`src/rtl/chess_clock_pkg.sv`:
```
// Shared definitions for the chess clock controller.
// Holds the game state encoding, the side-to-move encoding, the button
// indices used by the input conditioning loop, and the per-timer control
// record handed from the game FSM to each timer channel.
package chess_clock_pkg;

   typedef enum logic [1:0] {
      ST_IDLE  = 2'd0,
      ST_RUN   = 2'd1,
      ST_PAUSE = 2'd2,
      ST_FLAG  = 2'd3
   } state_e;

   localparam logic PLAYER_WHITE = 1'b0;
   localparam logic PLAYER_BLACK = 1'b1;

   // Raw button vector layout: {button2, button1, start_button}
   localparam int NUM_BTN   = 3;
   localparam int BTN_START = 0;
   localparam int BTN_WHITE = 1;
   localparam int BTN_BLACK = 2;

   // Per-channel command from the FSM
   typedef struct packed {
      logic load;    // hold/reload START_TIME, clear flag
      logic dec;     // one time unit elapsed for this side
      logic inc_en;  // valid move by this side (increment build only)
   } chan_ctl_t;

endpackage

```
`src/rtl/chess_clock_ctrl_if.sv`:
```
// Board-side signal bundle of the chess clock controller.
// master: the board/bench (drives raw buttons, observes outputs)
// slave : the controller (samples raw buttons, drives status and times)
//   start_button, button1, button2 : raw asynchronous push-buttons
//   running, paused, player        : game status
//   time1, time2                   : remaining time, white / black
//   zero1, zero2                   : flag of white / black
//   tick                           : one-cycle pulse per elapsed time unit
interface chess_clock_ctrl_if #(
   parameter int TIME_W = 8
);
   logic              start_button;
   logic              button1;
   logic              button2;
   logic              running;
   logic              paused;
   logic              player;
   logic [TIME_W-1:0] time1;
   logic [TIME_W-1:0] time2;
   logic              zero1;
   logic              zero2;
   logic              tick;

   modport master (
      output start_button, button1, button2,
      input  running, paused, player, time1, time2, zero1, zero2, tick
   );

   modport slave (
      input  start_button, button1, button2,
      output running, paused, player, time1, time2, zero1, zero2, tick
   );
endinterface

```
`src/rtl/chess_timer_chan.sv`:
```
// One player's countdown timer.
// Decrements on dec (never below 0), optionally adds INC on a valid move
// with saturation at all-ones, and raises a sticky zero flag on the edge
// that takes the count from 1 to 0. load reloads START_TIME and clears
// the flag; load has priority over everything else.
//   clk_i, rst_ni : clock, asynchronous active-low reset
//   ctl_i         : {load, dec, inc_en}
//   time_o        : remaining time
//   zero_o        : flag, registered together with the 0 count
module chess_timer_chan
   import chess_clock_pkg::*;
#(
   parameter int TIME_W     = 8,
   parameter int START_TIME = 60,
   parameter int INC        = 2
) (
   input  logic              clk_i,
   input  logic              rst_ni,
   input  chan_ctl_t         ctl_i,
   output logic [TIME_W-1:0] time_o,
   output logic              zero_o
);

   localparam logic [TIME_W-1:0] T_MAX = '1;

   logic [TIME_W-1:0] time_q, time_d, dec_v;
   logic [TIME_W:0]   sum;
   logic              zero_q, zero_d;

   always_comb begin
      // decrement first, then increment the decremented value
      dec_v  = (ctl_i.dec && (time_q != '0)) ? time_q - TIME_W'(1) : time_q;
      sum    = {1'b0, dec_v} + (TIME_W+1)'(INC);
      time_d = dec_v;
      zero_d = zero_q;
      if (ctl_i.load) begin
         time_d = TIME_W'(START_TIME);
         zero_d = 1'b0;
      end else begin
         if (ctl_i.inc_en)
            time_d = sum[TIME_W] ? T_MAX : sum[TIME_W-1:0];
         if (ctl_i.dec && (time_q == TIME_W'(1)))
            zero_d = 1'b1;
      end
   end

   always_ff @(posedge clk_i or negedge rst_ni) begin
      if (!rst_ni) begin
         time_q <= TIME_W'(START_TIME);
         zero_q <= 1'b0;
      end else begin
         time_q <= time_d;
         zero_q <= zero_d;
      end
   end

   assign time_o = time_q;
   assign zero_o = zero_q;

endmodule

```
`src/rtl/chess_clock_ctrl.sv`:
```
// Two-player chess clock game controller.
// Conditions three raw buttons (2-flop sync + edge detect), runs a tick
// prescaler while in RUN, and steers ticks / moves into two timer
// channels. Game states: IDLE -> RUN <-> PAUSE, RUN -> FLAG -> IDLE.
// Optional build macro FISCHER_INC_EN: a valid move adds INC_TIME to the
// mover's timer (saturating); without it no increment is ever requested.
//   clk_one : system clock
//   reset_n : asynchronous active-low reset
//   ctl_if  : chess_clock_ctrl_if.slave (raw buttons in, status/times out)
module chess_clock_ctrl
   import chess_clock_pkg::*;
#(
   parameter int TIME_W     = 8,
   parameter int START_TIME = 60,
   parameter int TICK_DIV   = 4,
   parameter int INC_TIME   = 2
) (
   input  logic                clk_one,
   input  logic                reset_n,
   chess_clock_ctrl_if.slave   ctl_if
);

   localparam int PW = $clog2(TICK_DIV);

   // ---------------- button conditioning ----------------
   logic [NUM_BTN-1:0] btn_raw, press;

   assign btn_raw = {ctl_if.button2, ctl_if.button1, ctl_if.start_button};

   for (genvar g = 0; g < NUM_BTN; g++) begin : g_btn
      // [0] sync1, [1] sync2, [2] previous value of sync2
      logic [2:0] sh_q;
      always_ff @(posedge clk_one or negedge reset_n) begin
         if (!reset_n) sh_q <= '0;
         else          sh_q <= {sh_q[1:0], btn_raw[g]};
      end
      assign press[g] = sh_q[1] & ~sh_q[2];
   end

   // ---------------- game FSM ----------------
   state_e                   state_q, state_d;
   logic                     player_q, player_d;
   logic [PW-1:0]            presc_q, presc_d;
   logic [1:0][TIME_W-1:0]   tm;
   logic [1:0]               zero;
   chan_ctl_t [1:0]          ctl;
   logic                     tick, start_p, mv_p, flag_hit, move_ok;

   assign tick    = (state_q == ST_RUN) && (presc_q == PW'(TICK_DIV-1));
   assign start_p = press[BTN_START];
   // only the side to move may end its turn
   assign mv_p    = (player_q == PLAYER_WHITE) ? press[BTN_WHITE] : press[BTN_BLACK];
   // this tick empties the mover's clock: flag beats pause and move
   assign flag_hit = tick && (tm[player_q] == TIME_W'(1));
   assign move_ok  = (state_q == ST_RUN) && mv_p && !start_p && !flag_hit;

   always_comb begin
      state_d  = state_q;
      player_d = player_q;
      presc_d  = presc_q;
      case (state_q)
         ST_IDLE: begin
            player_d = PLAYER_WHITE;
            presc_d  = '0;
            if (start_p) state_d = ST_RUN;
         end
         ST_RUN: begin
            presc_d = tick ? '0 : presc_q + PW'(1);
            if (flag_hit)     state_d = ST_FLAG;
            else if (start_p) state_d = ST_PAUSE;
            else if (move_ok) begin
               player_d = ~player_q;
               presc_d  = '0;  // each turn starts with a full time unit
            end
         end
         ST_PAUSE: if (start_p) state_d = ST_RUN;  // prescaler resumes as frozen
         ST_FLAG:  if (start_p) state_d = ST_IDLE;
         default:  state_d = ST_IDLE;
      endcase
   end

   always_ff @(posedge clk_one or negedge reset_n) begin
      if (!reset_n) begin
         state_q  <= ST_IDLE;
         player_q <= PLAYER_WHITE;
         presc_q  <= '0;
      end else begin
         state_q  <= state_d;
         player_q <= player_d;
         presc_q  <= presc_d;
      end
   end

   // ---------------- timer channels ----------------
   always_comb begin
      for (int i = 0; i < 2; i++) begin
         // reload on the same edge that enters IDLE so times show START at once
         ctl[i].load   = (state_d == ST_IDLE);
         ctl[i].dec    = tick && (player_q == 1'(i));
`ifdef FISCHER_INC_EN
         ctl[i].inc_en = move_ok && (player_q == 1'(i));
`else
         ctl[i].inc_en = 1'b0;
`endif
      end
   end

   for (genvar g = 0; g < 2; g++) begin : g_chan
      chess_timer_chan #(
         .TIME_W    (TIME_W),
         .START_TIME(START_TIME),
         .INC       (INC_TIME)
      ) u_chan (
         .clk_i (clk_one),
         .rst_ni(reset_n),
         .ctl_i (ctl[g]),
         .time_o(tm[g]),
         .zero_o(zero[g])
      );
   end

   assign ctl_if.running = (state_q == ST_RUN);
   assign ctl_if.paused  = (state_q == ST_PAUSE);
   assign ctl_if.player  = player_q;
   assign ctl_if.time1   = tm[0];
   assign ctl_if.time2   = tm[1];
   assign ctl_if.zero1   = zero[0];
   assign ctl_if.zero2   = zero[1];
   assign ctl_if.tick    = tick;

endmodule

```
`src/flat_wrapper.sv`:
```
// flat-port wrapper written by rule: the top's interface ports become plain ports
module chess_clock_ctrl_flat import chess_clock_pkg::*;
#(
   parameter int TIME_W     = 8,
   parameter int START_TIME = 60,
   parameter int TICK_DIV   = 4,
   parameter int INC_TIME   = 2
)
  (clk_one, reset_n, ctl_if_start_button, ctl_if_button1, ctl_if_button2, ctl_if_running, ctl_if_paused, ctl_if_player, ctl_if_time1, ctl_if_time2, ctl_if_zero1, ctl_if_zero2, ctl_if_tick);
  chess_clock_ctrl_if #(.TIME_W(TIME_W)) ctl_if_i ();
  input  logic clk_one;
  input  logic reset_n;
  input wire logic [$bits(ctl_if_i.start_button)-1:0] ctl_if_start_button;
  input wire logic [$bits(ctl_if_i.button1)-1:0] ctl_if_button1;
  input wire logic [$bits(ctl_if_i.button2)-1:0] ctl_if_button2;
  output wire logic [$bits(ctl_if_i.running)-1:0] ctl_if_running;
  output wire logic [$bits(ctl_if_i.paused)-1:0] ctl_if_paused;
  output wire logic [$bits(ctl_if_i.player)-1:0] ctl_if_player;
  output wire logic [$bits(ctl_if_i.time1)-1:0] ctl_if_time1;
  output wire logic [$bits(ctl_if_i.time2)-1:0] ctl_if_time2;
  output wire logic [$bits(ctl_if_i.zero1)-1:0] ctl_if_zero1;
  output wire logic [$bits(ctl_if_i.zero2)-1:0] ctl_if_zero2;
  output wire logic [$bits(ctl_if_i.tick)-1:0] ctl_if_tick;
  assign ctl_if_i.start_button = ctl_if_start_button;
  assign ctl_if_i.button1 = ctl_if_button1;
  assign ctl_if_i.button2 = ctl_if_button2;
  assign ctl_if_running = ctl_if_i.running;
  assign ctl_if_paused = ctl_if_i.paused;
  assign ctl_if_player = ctl_if_i.player;
  assign ctl_if_time1 = ctl_if_i.time1;
  assign ctl_if_time2 = ctl_if_i.time2;
  assign ctl_if_zero1 = ctl_if_i.zero1;
  assign ctl_if_zero2 = ctl_if_i.zero2;
  assign ctl_if_tick = ctl_if_i.tick;
  chess_clock_ctrl #(.TIME_W(TIME_W), .START_TIME(START_TIME), .TICK_DIV(TICK_DIV), .INC_TIME(INC_TIME)) u_core (.clk_one(clk_one), .reset_n(reset_n), .ctl_if(ctl_if_i));
endmodule
```
`config.mk`:
```
export PLATFORM = sky130hd
export DESIGN_NAME = chess_clock_ctrl_flat
export DESIGN_NICKNAME = d
export VERILOG_FILES = /design/src/rtl/chess_clock_pkg.sv /design/src/rtl/chess_clock_ctrl_if.sv /design/src/rtl/chess_timer_chan.sv /design/src/rtl/chess_clock_ctrl.sv /design/src/flat_wrapper.sv
export SDC_FILE = /design/constraint.sdc
export NUM_CORES = 1
export LEC_CHECK = 0
export ABC_CLOCK_PERIOD_IN_PS = 3000
export CORE_MARGIN = 4
export CORE_UTILIZATION = 25
export DETAILED_ROUTE_END_ITERATION = 10
export DONT_BUFFER_PORTS = 1
export MAX_ROUTING_LAYER = met4
export PLACE_DENSITY = 0.47
export SLEW_MARGIN = 20
export SYNTH_ARGS = -nofsm -noshare
export SYNTH_HDL_FRONTEND = slang
export SYNTH_SLANG_ARGS = --single-unit
```
`constraint.sdc`:
```
create_clock -name clk_one -period 3 [get_ports clk_one]
set_input_delay 0.6 -clock clk_one [delete_from_list [all_inputs] [get_ports clk_one]]
set_output_delay 0.6 -clock clk_one [all_outputs]
set_load 0.02 [all_outputs]
```
==> results of run 1 <==
[logic make-up after synthesis]
family | after synthesis
flip-flops | 32
AO/OA/AOI/OAI | 33
XOR/XNOR | 6
AND/OR/NAND/NOR | 58
buffers and inverters | 12
multiplexers | 1
adder cells (fa/ha/maj) | 5
[stage by stage]
stage               std cells  hold slack [ns]  utilization, %  power (mW)
finish                    228           0.1193           29.70       1.218
floorplan                 147           0.3044               -      0.7404
global route              228           0.1096           29.70       1.291
detailed placement        219           0.3060           27.51      0.8042
global placement          219           0.3058           27.51      0.7987
CTS                       228           0.1180           29.70       1.238
[worst max path at each step]
stage / to / slack (ns) / cells past startpoint
after global placement: u_core.g_chan[1].u_chan.time_o[7]$_DFFE_PN0P_ / 1.13 / 4
after floorplan: u_core.g_chan[1].u_chan.time_o[7]$_DFFE_PN0P_ / 1.23 / 4
final: u_core.ctl_if.player$_DFFE_PN0P_ / 1.0 / 4
after CTS: u_core.ctl_if.player$_DFFE_PN0P_ / 1.04 / 4
after detailed placement: u_core.ctl_if.player$_DFFE_PN0P_ / 1.05 / 4
after global routing: u_core.ctl_if.player$_DFFE_PN0P_ / 0.90 / 4
[state kept, by name, summed over array words and instances (netlist names)]
register / count
u_core.g_chan.u_chan.time_o: 16
u_core.g_btn.sh_q: 9
u_core.g_chan.u_chan.zero_o: 2
u_core.presc_q: 2
u_core.state_q: 2
u_core.ctl_if.player: 1
[routing by layer]
layer | track usage [%] | up-vias
li1 | - | 552
met1 | 12.72 | 588
met2 | 14.77 | 40
met3 | 4.541 | 5
met4 | 3.541 | 0
met5 | - | -
[power breakdown]
group | total, mW | internal, mW | switching (mW)
clock network | 0.415 | 0.246 | 0.169
registers | 0.578 | 0.479 | 0.0996
logic | 0.225 | 0.0968 | 0.128
total | 1.22 | 0.821 | 0.396
[layout make-up]
cell class,count,area (um2)
fillers,605,4212
flip-flops and latches,32,810.8
multi-input cells,103,701.9
well taps,75,93.84
clock buffers,5,68.82
clock inverters,3,42.54
repair buffers,3,35.03
inverters,7,26.28
[placed cells by master, fill, tap and decap left out, types with 2 or more instances in the layout]
master and instances:
a21oi_1 4, inv_1 7, nor4_1 2, a211o_1 2, nor3_1 3, or4_1 5
nand2_1 9, o31ai_1 4, a211oi_1 3, xnor2_1 3, or3_1 5, o41ai_1 2
nand3_1 4, ha_1 5, clkbuf_8 5, nand4b_1 3, or2_2 2, o21a_1 2
nor2b_1 2, o21ai_0 6, nor2_1 11, a31oi_1 4, xor2_1 3, buf_4 2
dfrtp_1 24, dfstp_2 8
[repair_timing]
| action | CTS | global route |
|---|---|---|
| endpoints found under the setup margin | 0 | 0 |
| gates resized for setup | 0 | 0 |
| buffers inserted | 0 | 0 |
| hold buffers | 1 | 0 |
| hold endpoints to repair | 24 | 0 |
==> metrics.md, run 1 <==
| Metric | Value |
|---|---|
| Top routing layer used | `met4` |
| CP max stage cell | `nor4_1` |
| DR WL/cell | `15.47 um` |
| Clock sinks | `32` |
| Largest net degree at the start of global routing | `25` |
| Final hold violation count | `0` |
| Launching point of the worst reg2reg path | `u_core.g_chan[1].u_chan.time_o[6]$_DFFE_PN0P_` |
| Detail Route Antenna Nets | `0` |
| Worst slew pin tran | `0.6700 ns` |
| Share of cells above drive strength 1 | `17.65%` |
| Max cap viols | `0` |
| Top FF cell, synth | `dfrtp_1` |
| WP data required | `3.17 ns` |
| Largest family of logic cells by synthesized area | `simple AND/OR/NAND/NOR gates` |
| Initial antenna violation count | `0` |
| Post-synthesis register bit count | `32` |
| Die Span Y | `87.03 um` |
| Clk root buf | `clkbuf_8` |
| Post-Place Setup Slack | `1.050 ns` |
| Routed vias/inst | `5.197` |
| Num ports | `27` |
| Met3 wire length | `313 um` |
| Largest area contributor in the netlist | `dfrtp_1` |
| I/O Buffers | `0` |
| DRT iter0 DRCs | `51` |
| CP bufs+invs | `0` |
| Hold Path Class | `in2async` |
| Static Leak | `0.6876 nW` |
| Endpoints failing setup | `0` |
| Warnings from Yosys | `0` |
| Placer Congestion | `0.8806` |
| Grt total ovfl | `0` |
| Post-synth EDFFs | `0` |
| Type of origin of the critical path | `flop` |
| Compound-gate portion of the synthesized area | `14.50%` |
| # H-tree levels | `2` |
| Seq/Total Area, Yosys | `51.92%` |
| Clock skew | `0.005438 ns` |
| Pwr Density | `684.3 mW/mm2` |
| Row Count | `28` |
| Total GRT Usage | `10.25%` |
| Worst r2r path cells | `4` |
| CP startpoint | `u_core.g_chan[1].u_chan.time_o[6]$_DFFE_PN0P_` |
| Synth-to-layout area growth | `13.94%` |
| DP Wirelength | `2463 um` |
| Run status | `completed` |
| Die footprint | `0.007574 mm2` |
| Unrepaired setup endpoints after global routing | `no` |
| Slew headroom | `54.92%` |
| Most frequent cell after synthesis | `dfrtp_1` |
| Final #Nets | `162` |
| Max FO, Critical Path | `5` |
| Total Negative Setup Slacks | `0 ns` |
| Synth Area in Simple Gates | `22.44%` |
| Mapped Nets | `157` |
| Netlist cell types | `45` |
| Synth async-reset ratio | `100.0%` |
| Total CTS buffers | `5` |
| Chip width | `87.03 um` |
| Synth top area share | `38.46%` |
| Clk_lat worst skew | `0.28 ns` |
| Bufs on Longest Clock Path | `2` |
| CTS tree | `built` |
| Core area | `0.005991 mm2` |
| Peak VDD IR | `0.2300 mV` |
| Via Count | `1185` |
| Mux contribution to synthesized area | `0.6410%` |
| Setup slack, reg-to-reg | `1.0 ns` |
| Final WS setup | `0.9951 ns` |
| Tcrit/Tclk final | `66.83%` |
| Initial Utilization | `26.07%` |
| Minimum clock period | `2.005 ns` |
| Vias in the first global route | `1138` |
| Mapped Cells | `147` |
| CTS clock-pin slew for the worst setup and hold paths | `0.07 ns` |
| Synth Area in XOR/XNOR | `3.365%` |
| Crit Path Class | `reg2reg` |
| Drt drc | `0` |
| Met2 WL | `1677 um` |
| CP peak stage delay | `0.64 ns` |
| Critical R2R Capture | `u_core.ctl_if.player$_DFFE_PN0P_` |
| Adder-cell area share of the yosys netlist | `4.006%` |
| Largest cells by area after synthesis | `dfrtp_1, dfstp_2, ha_1` |
| Max Slew Vio Count | `0` |
| Post-synthesis average cell area | `10.62 um2` |
| CP top delay family | `simple AND/OR/NAND/NOR gates` |
| Worst Setup End Kind | `flop` |
| Post-Place Cell Area | `0.001648 mm2` |
| Routed wire length | `3528 um` |
| Pre-antenna DRT Iters | `4` |
| Worst path cell trace | `nor4_1, and4_1, a31oi_1, a211o_1` |
| Maximum clock rate | `498.8 MHz` |
| Cell area after layout | `0.001779 mm2` |
| Global-route wire length before repair | `5830 um` |
| Critical Path AT | `2.18 ns` |
| Mapped Area | `0.001561 mm2` |
| M1 WL | `1512 um` |
| Antenna fix cells | `0` |
| Top cells by count, synth | `dfrtp_1, nor2_1, nand2_1` |
No activity file was read; power rests on OpenSTA's default activity.
==> run 2, diff against run 1 <==
--- a/config.mk
+++ b/config.mk
@@ -5,7 +5,7 @@
 export SDC_FILE = /design/constraint.sdc
 export NUM_CORES = 1
 export LEC_CHECK = 0
-export ABC_CLOCK_PERIOD_IN_PS = 3000
+export ABC_CLOCK_PERIOD_IN_PS = 1900
 export CORE_MARGIN = 4
 export CORE_UTILIZATION = 25
 export DETAILED_ROUTE_END_ITERATION = 10
==> constraint.sdc (replaced) <==
create_clock -name clk_one -period 1.9 [get_ports clk_one]
set_input_delay 0.38 -clock clk_one [delete_from_list [all_inputs] [get_ports clk_one]]
set_output_delay 0.38 -clock clk_one [all_outputs]
set_load 0.02 [all_outputs]
==> run 2 against run 1 <==
Against the previous run:
- clock skew up 0.0014 ns
- global-route usage grew 0.37 points
- clock power rose by 53%
- register-to-register slack got worse by 0.92 ns
- routed wire length increased by 0.31%
- non-clock buffer count rose by 16
- first-iteration DRC count is 24% higher
- via count down 0.25%
- sequential share of layout area is 2.9 points lower
- die area did not move
- sequential power rose by 46%
- combinational power increased by 110%
- critical endpoint is now u_core.g_chan[1].u_chan.time_o[7]$_DFFE_PN0P_
- highest routed layer unchanged
==> metrics.md, run 2 (synthesis results as in run 1) <==
| Metric | Value |
|---|---|
| Initial antenna violation count | `0 (unchanged)` |
| CP peak stage delay | `0.54 ns (-0.10 ns)` |
| Comb pwr share | `24.6% (+6.1 points)` |
| Vias in the first global route | `1175 (+3.3%)` |
| Maximum clock rate | `546.9 MHz (+9.6%)` |
| CTS clock-pin slew for the worst setup and hold paths | `0.07 ns (about the same)` |
| Synth-to-layout area growth | `21.79%` |
| DR WL/cell | `14.50 um (-6.3%)` |
| Final #Nets | `178 (+9.9%)` |
| Final hold violation count | `0 (unchanged)` |
| Placer Congestion | `0.8524 (-3.2%)` |
| Hold Path Stages | `0` |
| Row Count | `28 (unchanged)` |
| Worst path cell trace | `or4_1, a211o_1, or3_1, a21oi_1` |
| Grt total ovfl | `0 (unchanged)` |
| Via Count | `1182 (-0.25%)` |
| CP bufs+invs | `0 (unchanged)` |
| CP top delay family | `simple AND/OR/NAND/NOR gates` |
| Clock sinks | `32 (unchanged)` |
| Initial Utilization | `26.07% (unchanged)` |
| Max FFs per register | `16 (unchanged)` |
| Launching point of the worst reg2reg path | `u_core.g_chan[1].u_chan.time_o[1]$_DFFE_PN0P_` |
| Die footprint | `0.007574 mm2 (unchanged)` |
| Clk_lat worst skew | `0.28 ns (about the same)` |
| Detail Route Antenna Nets | `0 (unchanged)` |
| Critical Path AT | `2.04 ns (-0.14 ns)` |
| Global-route wire length before repair | `6085 um (+4.4%)` |
| Tcrit/Tclk final | `96.24% (+29 points)` |
| Num ports | `27 (unchanged)` |
| Critical R2R Capture | `u_core.g_chan[1].u_chan.time_o[7]$_DFFE_PN0P_` |
| Total CTS buffers | `5 (unchanged)` |
| Minimum clock period | `1.829 ns (-0.1764 ns)` |
| Routed vias/inst | `4.844 (-6.8%)` |
| Static Leak | `0.7675 nW (+12%)` |
| Commonest non-fill, non-tap cell in the layout | `dfrtp_1` |
| Routed wire length | `3539 um (+0.31%)` |
| Drt drc | `0 (unchanged)` |
| Unrepaired setup endpoints after global routing | `no` |
| Internal Power | `1.346 mW (+64%)` |
| Post-Route Utilization | `31.75% (+2.0 points)` |
| Most frequent cells in the layout | `dfrtp_1, buf_4, nor2_1, nand2_1, dfstp_2` |
| Chip width | `87.03 um (unchanged)` |
| Die Span Y | `87.03 um (unchanged)` |
| Max FO, Critical Path | `6 (+1)` |
| Worst Setup End Kind | `flop` |
| Worst r2r path cells | `4 (unchanged)` |
| Switching power | `0.6144 mW (+55%)` |
| Bufs on Longest Clock Path | `2 (unchanged)` |
| Max Slew Vio Count | `0 (unchanged)` |
| Clk root buf | `clkbuf_8` |
| Clock skew | `0.006809 ns (+0.001372 ns)` |
| Share of cells above drive strength 1 | `25.44% (+7.8 points)` |
| Part of the power in registers | `43.1% (-4.4 points)` |
| Fraction of power spent switching nets | `31.34% (-1.2 points)` |
| # H-tree levels | `2 (unchanged)` |
| DP Wirelength | `2618 um (+6.3%)` |
| Max cap viols | `0 (unchanged)` |
| Run status | `completed` |
| Post-CTS Setup Bufs | `0 (unchanged)` |
| I/O Buffers | `0 (unchanged)` |
| Setup slack, reg-to-reg | `0.07 ns (-0.92 ns)` |
| Core area | `0.005991 mm2 (unchanged)` |
| Type of origin of the critical path | `flop` |
| Hold endpoint | `u_core.g_btn[0].sh_q[0]$_DFF_PN0_` |
| Clock power frac | `32.3% (-1.7 points)` |
| Largest net degree at the start of global routing | `33 (+32%)` |
| Antenna fix cells | `0 (unchanged)` |
| Total Negative Setup Slacks | `0 ns (unchanged)` |
| Worst slew pin tran | `0.5119 ns (-0.1581 ns)` |
| Worst min-delay path startpoint | `ctl_if_start_button` |
| WP data required | `2.11 ns (-1.06 ns)` |
| Pwr Density | `1031 mW/mm2 (+51%)` |
| Hold Path Class | `in2reg` |
| CTS tree | `built` |
| Pre-antenna DRT Iters | `4 (unchanged)` |
| Endpoints failing setup | `0 (unchanged)` |
| CP max stage cell | `or4_1` |
| Crit Path Class | `reg2reg` |
| DRT iter0 DRCs | `63 (+24%)` |
| Total GRT Usage | `10.62% (+0.37 points)` |
| Peak VDD IR | `0.4918 mV (+110%)` |
| Slew headroom | `65.80% (+11 points)` |
run 2: per-stage QoR:
stage          hold slack, ns  setup slack [ns]  area, um2  power [mW]  instances
6_report               0.1191           0.07149       1902       1.961        244
5_1_grt               0.09628           0.01086       1902       2.094        244
4_1_cts                0.1089           0.07547       1898       1.987        244
3_5_place_dp          0.08544           0.09837       1760       1.321        234
3_3_place_gp          0.08568            0.1180       1760       1.312        234
2_1_floorplan         0.08441            0.1250       1562       1.169        147
run 2: timing repair:
item                                    in CTS  in global routing
endpoints found under the hold margin       32                  0
resized for setup                            0                  3
endpoints found under the setup margin       0                  3
hold buffers                                 2                  0
run 2: power by group through the flow:
stage               Combinational (mW)  Clock (mW)  Sequential [mW]
global route                     0.539       0.695            0.860
global placement                 0.458           0            0.854
CTS                              0.485       0.656            0.846
detailed placement               0.463           0            0.858
floorplan                        0.323           0            0.847
finish                           0.483       0.634            0.844
run 2: final cells by class:
cell class	instances	area (um2)
clock buffer	6	72.57
timing repair buffer	19	157.7
multi-input combinational	103	705.7
fill	607	4089
tap	75	93.84
inverter	7	26.28
clock inverter	2	35.03
sequential	32	810.8
run 2: worst reg2reg max path, stage by stage (launching register included):
cell and delay (ns):
dfrtp_1 0.45, or4_1 0.54, a211o_1 0.30, or3_1 0.32, a21oi_1 0.15
run 2: layer usage:
metal | up-vias | GRT usage, % | share of wire, %
met1 | 568 | 13.81 | 47
met3 | 6 | 4.541 | 7.0
met2 | 24 | 14.42 | 45
met5 | - | - | 0
met4 | 0 | 4.249 | 1.1
li1 | 584 | - | -
run 2: how the worst max path moves through the flow:
stage | from | to | slack [ns] | cells after the start
floorplan | u_core.g_chan[1].u_chan.time_o[0]$_DFFE_PN0P_ | u_core.g_chan[1].u_chan.time_o[7]$_DFFE_PN0P_ | 0.13 | 4
global placement | u_core.g_chan[1].u_chan.time_o[1]$_DFFE_PN0P_ | u_core.g_chan[1].u_chan.time_o[7]$_DFFE_PN0P_ | 0.12 | 4
detailed placement | u_core.g_chan[1].u_chan.time_o[1]$_DFFE_PN0P_ | u_core.g_chan[1].u_chan.time_o[7]$_DFFE_PN0P_ | 0.1 | 4
CTS | u_core.g_chan[1].u_chan.time_o[1]$_DFFE_PN0P_ | u_core.g_chan[1].u_chan.time_o[7]$_DFFE_PN0P_ | 0.08 | 4
global route | u_core.presc_q[0]$_DFFE_PN0P_ | u_core.g_chan[0].u_chan.time_o[5]$_DFFE_PN1P_ | 0.01 | 5
finish | u_core.g_chan[1].u_chan.time_o[1]$_DFFE_PN0P_ | u_core.g_chan[1].u_chan.time_o[7]$_DFFE_PN0P_ | 0.07 | 4
==> run 3, diff against run 2 <==
--- a/config.mk
+++ b/config.mk
@@ -6,12 +6,14 @@
 export NUM_CORES = 1
 export LEC_CHECK = 0
 export ABC_CLOCK_PERIOD_IN_PS = 1900
+export CELL_PAD_IN_SITES_DETAIL_PLACEMENT = 0
+export CELL_PAD_IN_SITES_GLOBAL_PLACEMENT = 1
 export CORE_MARGIN = 4
 export CORE_UTILIZATION = 25
 export DETAILED_ROUTE_END_ITERATION = 10
 export DONT_BUFFER_PORTS = 1
 export MAX_ROUTING_LAYER = met4
-export PLACE_DENSITY = 0.47
+export PLACE_DENSITY = 0.55
 export SLEW_MARGIN = 20
 export SYNTH_ARGS = -nofsm -noshare
 export SYNTH_HDL_FRONTEND = slang
==> run 3 against run 2 <==
Against the previous run:
- fmax up 2.4%
- sequential power up 2.5%
- worst setup slack gained 0.042 ns
- clock power is 21% lower
- clock skew shrank 0.0011 ns
- design area down 0.39%
- total power decreased by 6.4%
- utilization shrank 0.13 points
- die area unchanged
- largest cell class unchanged
==> metrics.md, run 3 (synthesis results as in run 1) <==
| Metric | Value |
|---|---|
| CP Depth | `4 (unchanged)` |
| CP max stage cell | `or4_1` |
| WP data required | `2.11 ns (about the same)` |
| Clock power frac | `27.1% (-5.2 points)` |
| I/O Buffers | `0 (unchanged)` |
| Cell area after layout | `0.001894 mm2 (-0.39%)` |
| Static Leak | `0.7603 nW (-0.94%)` |
| CP top delay family | `simple AND/OR/NAND/NOR gates` |
| Final #Nets | `179 (+0.56%)` |
| Worst slew pin tran | `0.5106 ns (-0.001271 ns)` |
| Pwr Density | `969.2 mW/mm2 (-6.0%)` |
| Detail Route Antenna Nets | `0 (unchanged)` |
| Placer Congestion | `0.8130 (-4.6%)` |
| Comb pwr share | `25.7% (+1.1 points)` |
| CTS clock-pin slew for the worst setup and hold paths | `0.07 ns (about the same)` |
| Hold Path Stages | `0 (unchanged)` |
| Maximum clock rate | `559.8 MHz (+2.4%)` |
| Routed wire length | `3906 um (+10%)` |
| Final hold violation count | `0 (unchanged)` |
| Num ports | `27 (unchanged)` |
| DP Wirelength | `2913 um (+11%)` |
| Row Count | `28 (unchanged)` |
| Worst r2r path cells | `4 (unchanged)` |
| Share of cells above drive strength 1 | `25.88% (+0.44 points)` |
| Via Count | `1244 (+5.2%)` |
| Commonest non-fill, non-tap cell in the layout | `dfrtp_1` |
| Max Slew Vio Count | `0 (unchanged)` |
| Bufs on Longest Clock Path | `2 (unchanged)` |
| Endpoints failing setup | `0 (unchanged)` |
| Synth-to-layout area growth | `21.31%` |
| Tcrit/Tclk final | `94.02% (-2.2 points)` |
| Fill count | `621 (+2.3%)` |
| DR WL/cell | `15.94 um (+9.9%)` |
| Grt total ovfl | `0 (unchanged)` |
| Peak VDD IR | `0.3610 mV (-27%)` |
| Worst Setup End Kind | `flop` |
| Die Span Y | `87.03 um (unchanged)` |
| Chip width | `87.03 um (unchanged)` |
| Internal Power | `1.209 mW (-10%)` |
| Total CTS buffers | `5 (unchanged)` |
| Most frequent cells in the layout | `dfrtp_1, buf_4, nor2_1, nand2_1, dfstp_2` |
| Switching power | `0.6269 mW (+2.0%)` |
| Hold Path Class | `in2reg` |
| Post-CTS Setup Bufs | `0 (unchanged)` |
| Max FO, Critical Path | `8 (+2)` |
| Initial Utilization | `26.07% (unchanged)` |
| Slew headroom | `65.89% (+0.085 points)` |
| Fraction of power spent switching nets | `34.14% (+2.8 points)` |
| Total Negative Setup Slacks | `0 ns (unchanged)` |
| Run status | `completed` |
| Clk_lat worst skew | `0.28 ns (about the same)` |
| Max FFs per register | `16 (unchanged)` |
| Critical Path AT | `2.00 ns (-0.04 ns)` |
| Worst path cell trace | `nand3b_2, or4_4, or4_1, nand3_1` |
| Antenna fix cells | `0 (unchanged)` |
| Post-Place Cell Area | `0.001768 mm2 (+0.43%)` |
| Part of the power in registers | `47.1% (+4.0 points)` |
| Core area | `0.005991 mm2 (unchanged)` |
| Max cap viols | `0 (unchanged)` |
| CP bufs+invs | `0 (unchanged)` |
| Routed vias/inst | `5.078 (+4.8%)` |
| Type of origin of the critical path | `flop` |
| Clock skew | `0.005757 ns (-0.001053 ns)` |
| CTS tree | `built` |
| Crit Path Class | `reg2reg` |
| Minimum clock period | `1.786 ns (-0.04206 ns)` |
| Largest net degree at the start of global routing | `33 (unchanged)` |
| DRT iter0 DRCs | `87 (+38%)` |
| Global-route wire length before repair | `6520 um (+7.1%)` |
| Pre-antenna DRT Iters | `4 (unchanged)` |
| Die footprint | `0.007574 mm2 (unchanged)` |
| CP peak stage delay | `0.48 ns (-0.06 ns)` |
| Clock sinks | `32 (unchanged)` |
| Vias in the first global route | `1352 (+15%)` |
| Clk root buf | `clkbuf_8` |
| # H-tree levels | `2 (unchanged)` |
| Total GRT Usage | `11.52% (+0.89 points)` |
| Drt drc | `0 (unchanged)` |
| Unrepaired setup endpoints after global routing | `no` |
| Initial antenna violation count | `0 (unchanged)` |
-- run 3: changes by cell type in the layout (fill, tap and decap cells not counted) --
cell       change
and4b_2        -1
clkbuf_1       +1
nor4_1         -1
buf_4          +1
and4b_1        +1
bufinv_16      -1
nor4b_2        +1
nor4_2         +1
nor4b_1        -1
-- run 3: cell type report --
cell class / count / area (um2) / area share [%]
Multi-Input combinational cell: 103 / 716.9 / 37.85
Sequential cell: 32 / 810.8 / 42.80
Inverter: 7 / 26.28 / 1.387
Timing Repair Buffer: 20 / 165.2 / 8.719
Clock inverter: 1 / 5.005 / 0.2642
Clock buffer: 7 / 76.32 / 4.029
Tap cell: 75 / 93.84 / 4.954
-- run 3: per-layer routing --
| metal | routed length (um) | GRT usage, % | up-vias |
|---|---|---|---|
| li1 | - | - | 580 |
| met3 | 202 | 3.500 | 6 |
| met2 | 1913 | 18.43 | 24 |
| met1 | 1731 | 13.79 | 634 |
| met5 | 0 | - | - |
| met4 | 59 | 3.824 | 0 |
-- run 3: timing repair --
item                                    CTS  global route
endpoints found under the setup margin    0             4
endpoints found under the hold margin    32             0
hold buffers                              2             0
gates resized for setup                   0             4
-- run 3: path summary, 6_finish.rpt --
path	startpoint	end	slack, ns
worst max-delay path	u_core.state_q[1]$_DFF_PN0_	u_core.g_chan[0].u_chan.time_o[5]$_DFFE_PN1P_	0.11
worst min-delay path	ctl_if_start_button	u_core.g_btn[0].sh_q[0]$_DFF_PN0_	0.12
worst max register to register	u_core.state_q[1]$_DFF_PN0_	u_core.g_chan[0].u_chan.time_o[5]$_DFFE_PN1P_	0.11
worst min register to register	u_core.g_btn[1].sh_q[0]$_DFF_PN0_	u_core.g_btn[1].sh_q[1]$_DFF_PN0_	0.35
max in group asynchronous	reset_n	u_core.g_chan[0].u_chan.time_o[2]$_DFFE_PN1P_	1.11
min in group asynchronous	reset_n	u_core.g_chan[1].u_chan.time_o[0]$_DFFE_PN0P_	0.55
-- run 3: through the flow --
| step | power [mW] | utilization, % | hold WS (ns) | instances | setup WS [ns] |
|---|---|---|---|---|---|
| 3_5_place_dp | 1.334 | 29.51 | 0.08611 | 235 | 0.1049 |
| 4_1_cts | 1.867 | 31.37 | 0.1100 | 245 | 0.08953 |
| 2_1_floorplan | 1.169 | - | 0.08441 | 147 | 0.1250 |
| 5_1_grt | 1.961 | 31.62 | 0.1056 | 245 | 0.007663 |
| 6_report | 1.836 | 31.62 | 0.1242 | 245 | 0.1135 |
| 3_3_place_gp | 1.317 | 29.51 | 0.08565 | 235 | 0.1238 |
-- run 3: power by group through the flow --
stage	Sequential (mW)	Combinational, mW	Clock (mW)
2_1_floorplan	0.847	0.323	0
3_3_place_gp	0.870	0.447	0
3_5_place_dp	0.876	0.457	0
4_1_cts	0.864	0.480	0.523
5_1_grt	0.877	0.533	0.552
6_report	0.865	0.473	0.498
-- run 3: worst register-to-register path: stages (launching register included) --
cell      delay [ns]
dfrtp_1         0.46
nand3b_2        0.25
or4_4           0.44
or4_1           0.48
nand3_1         0.10
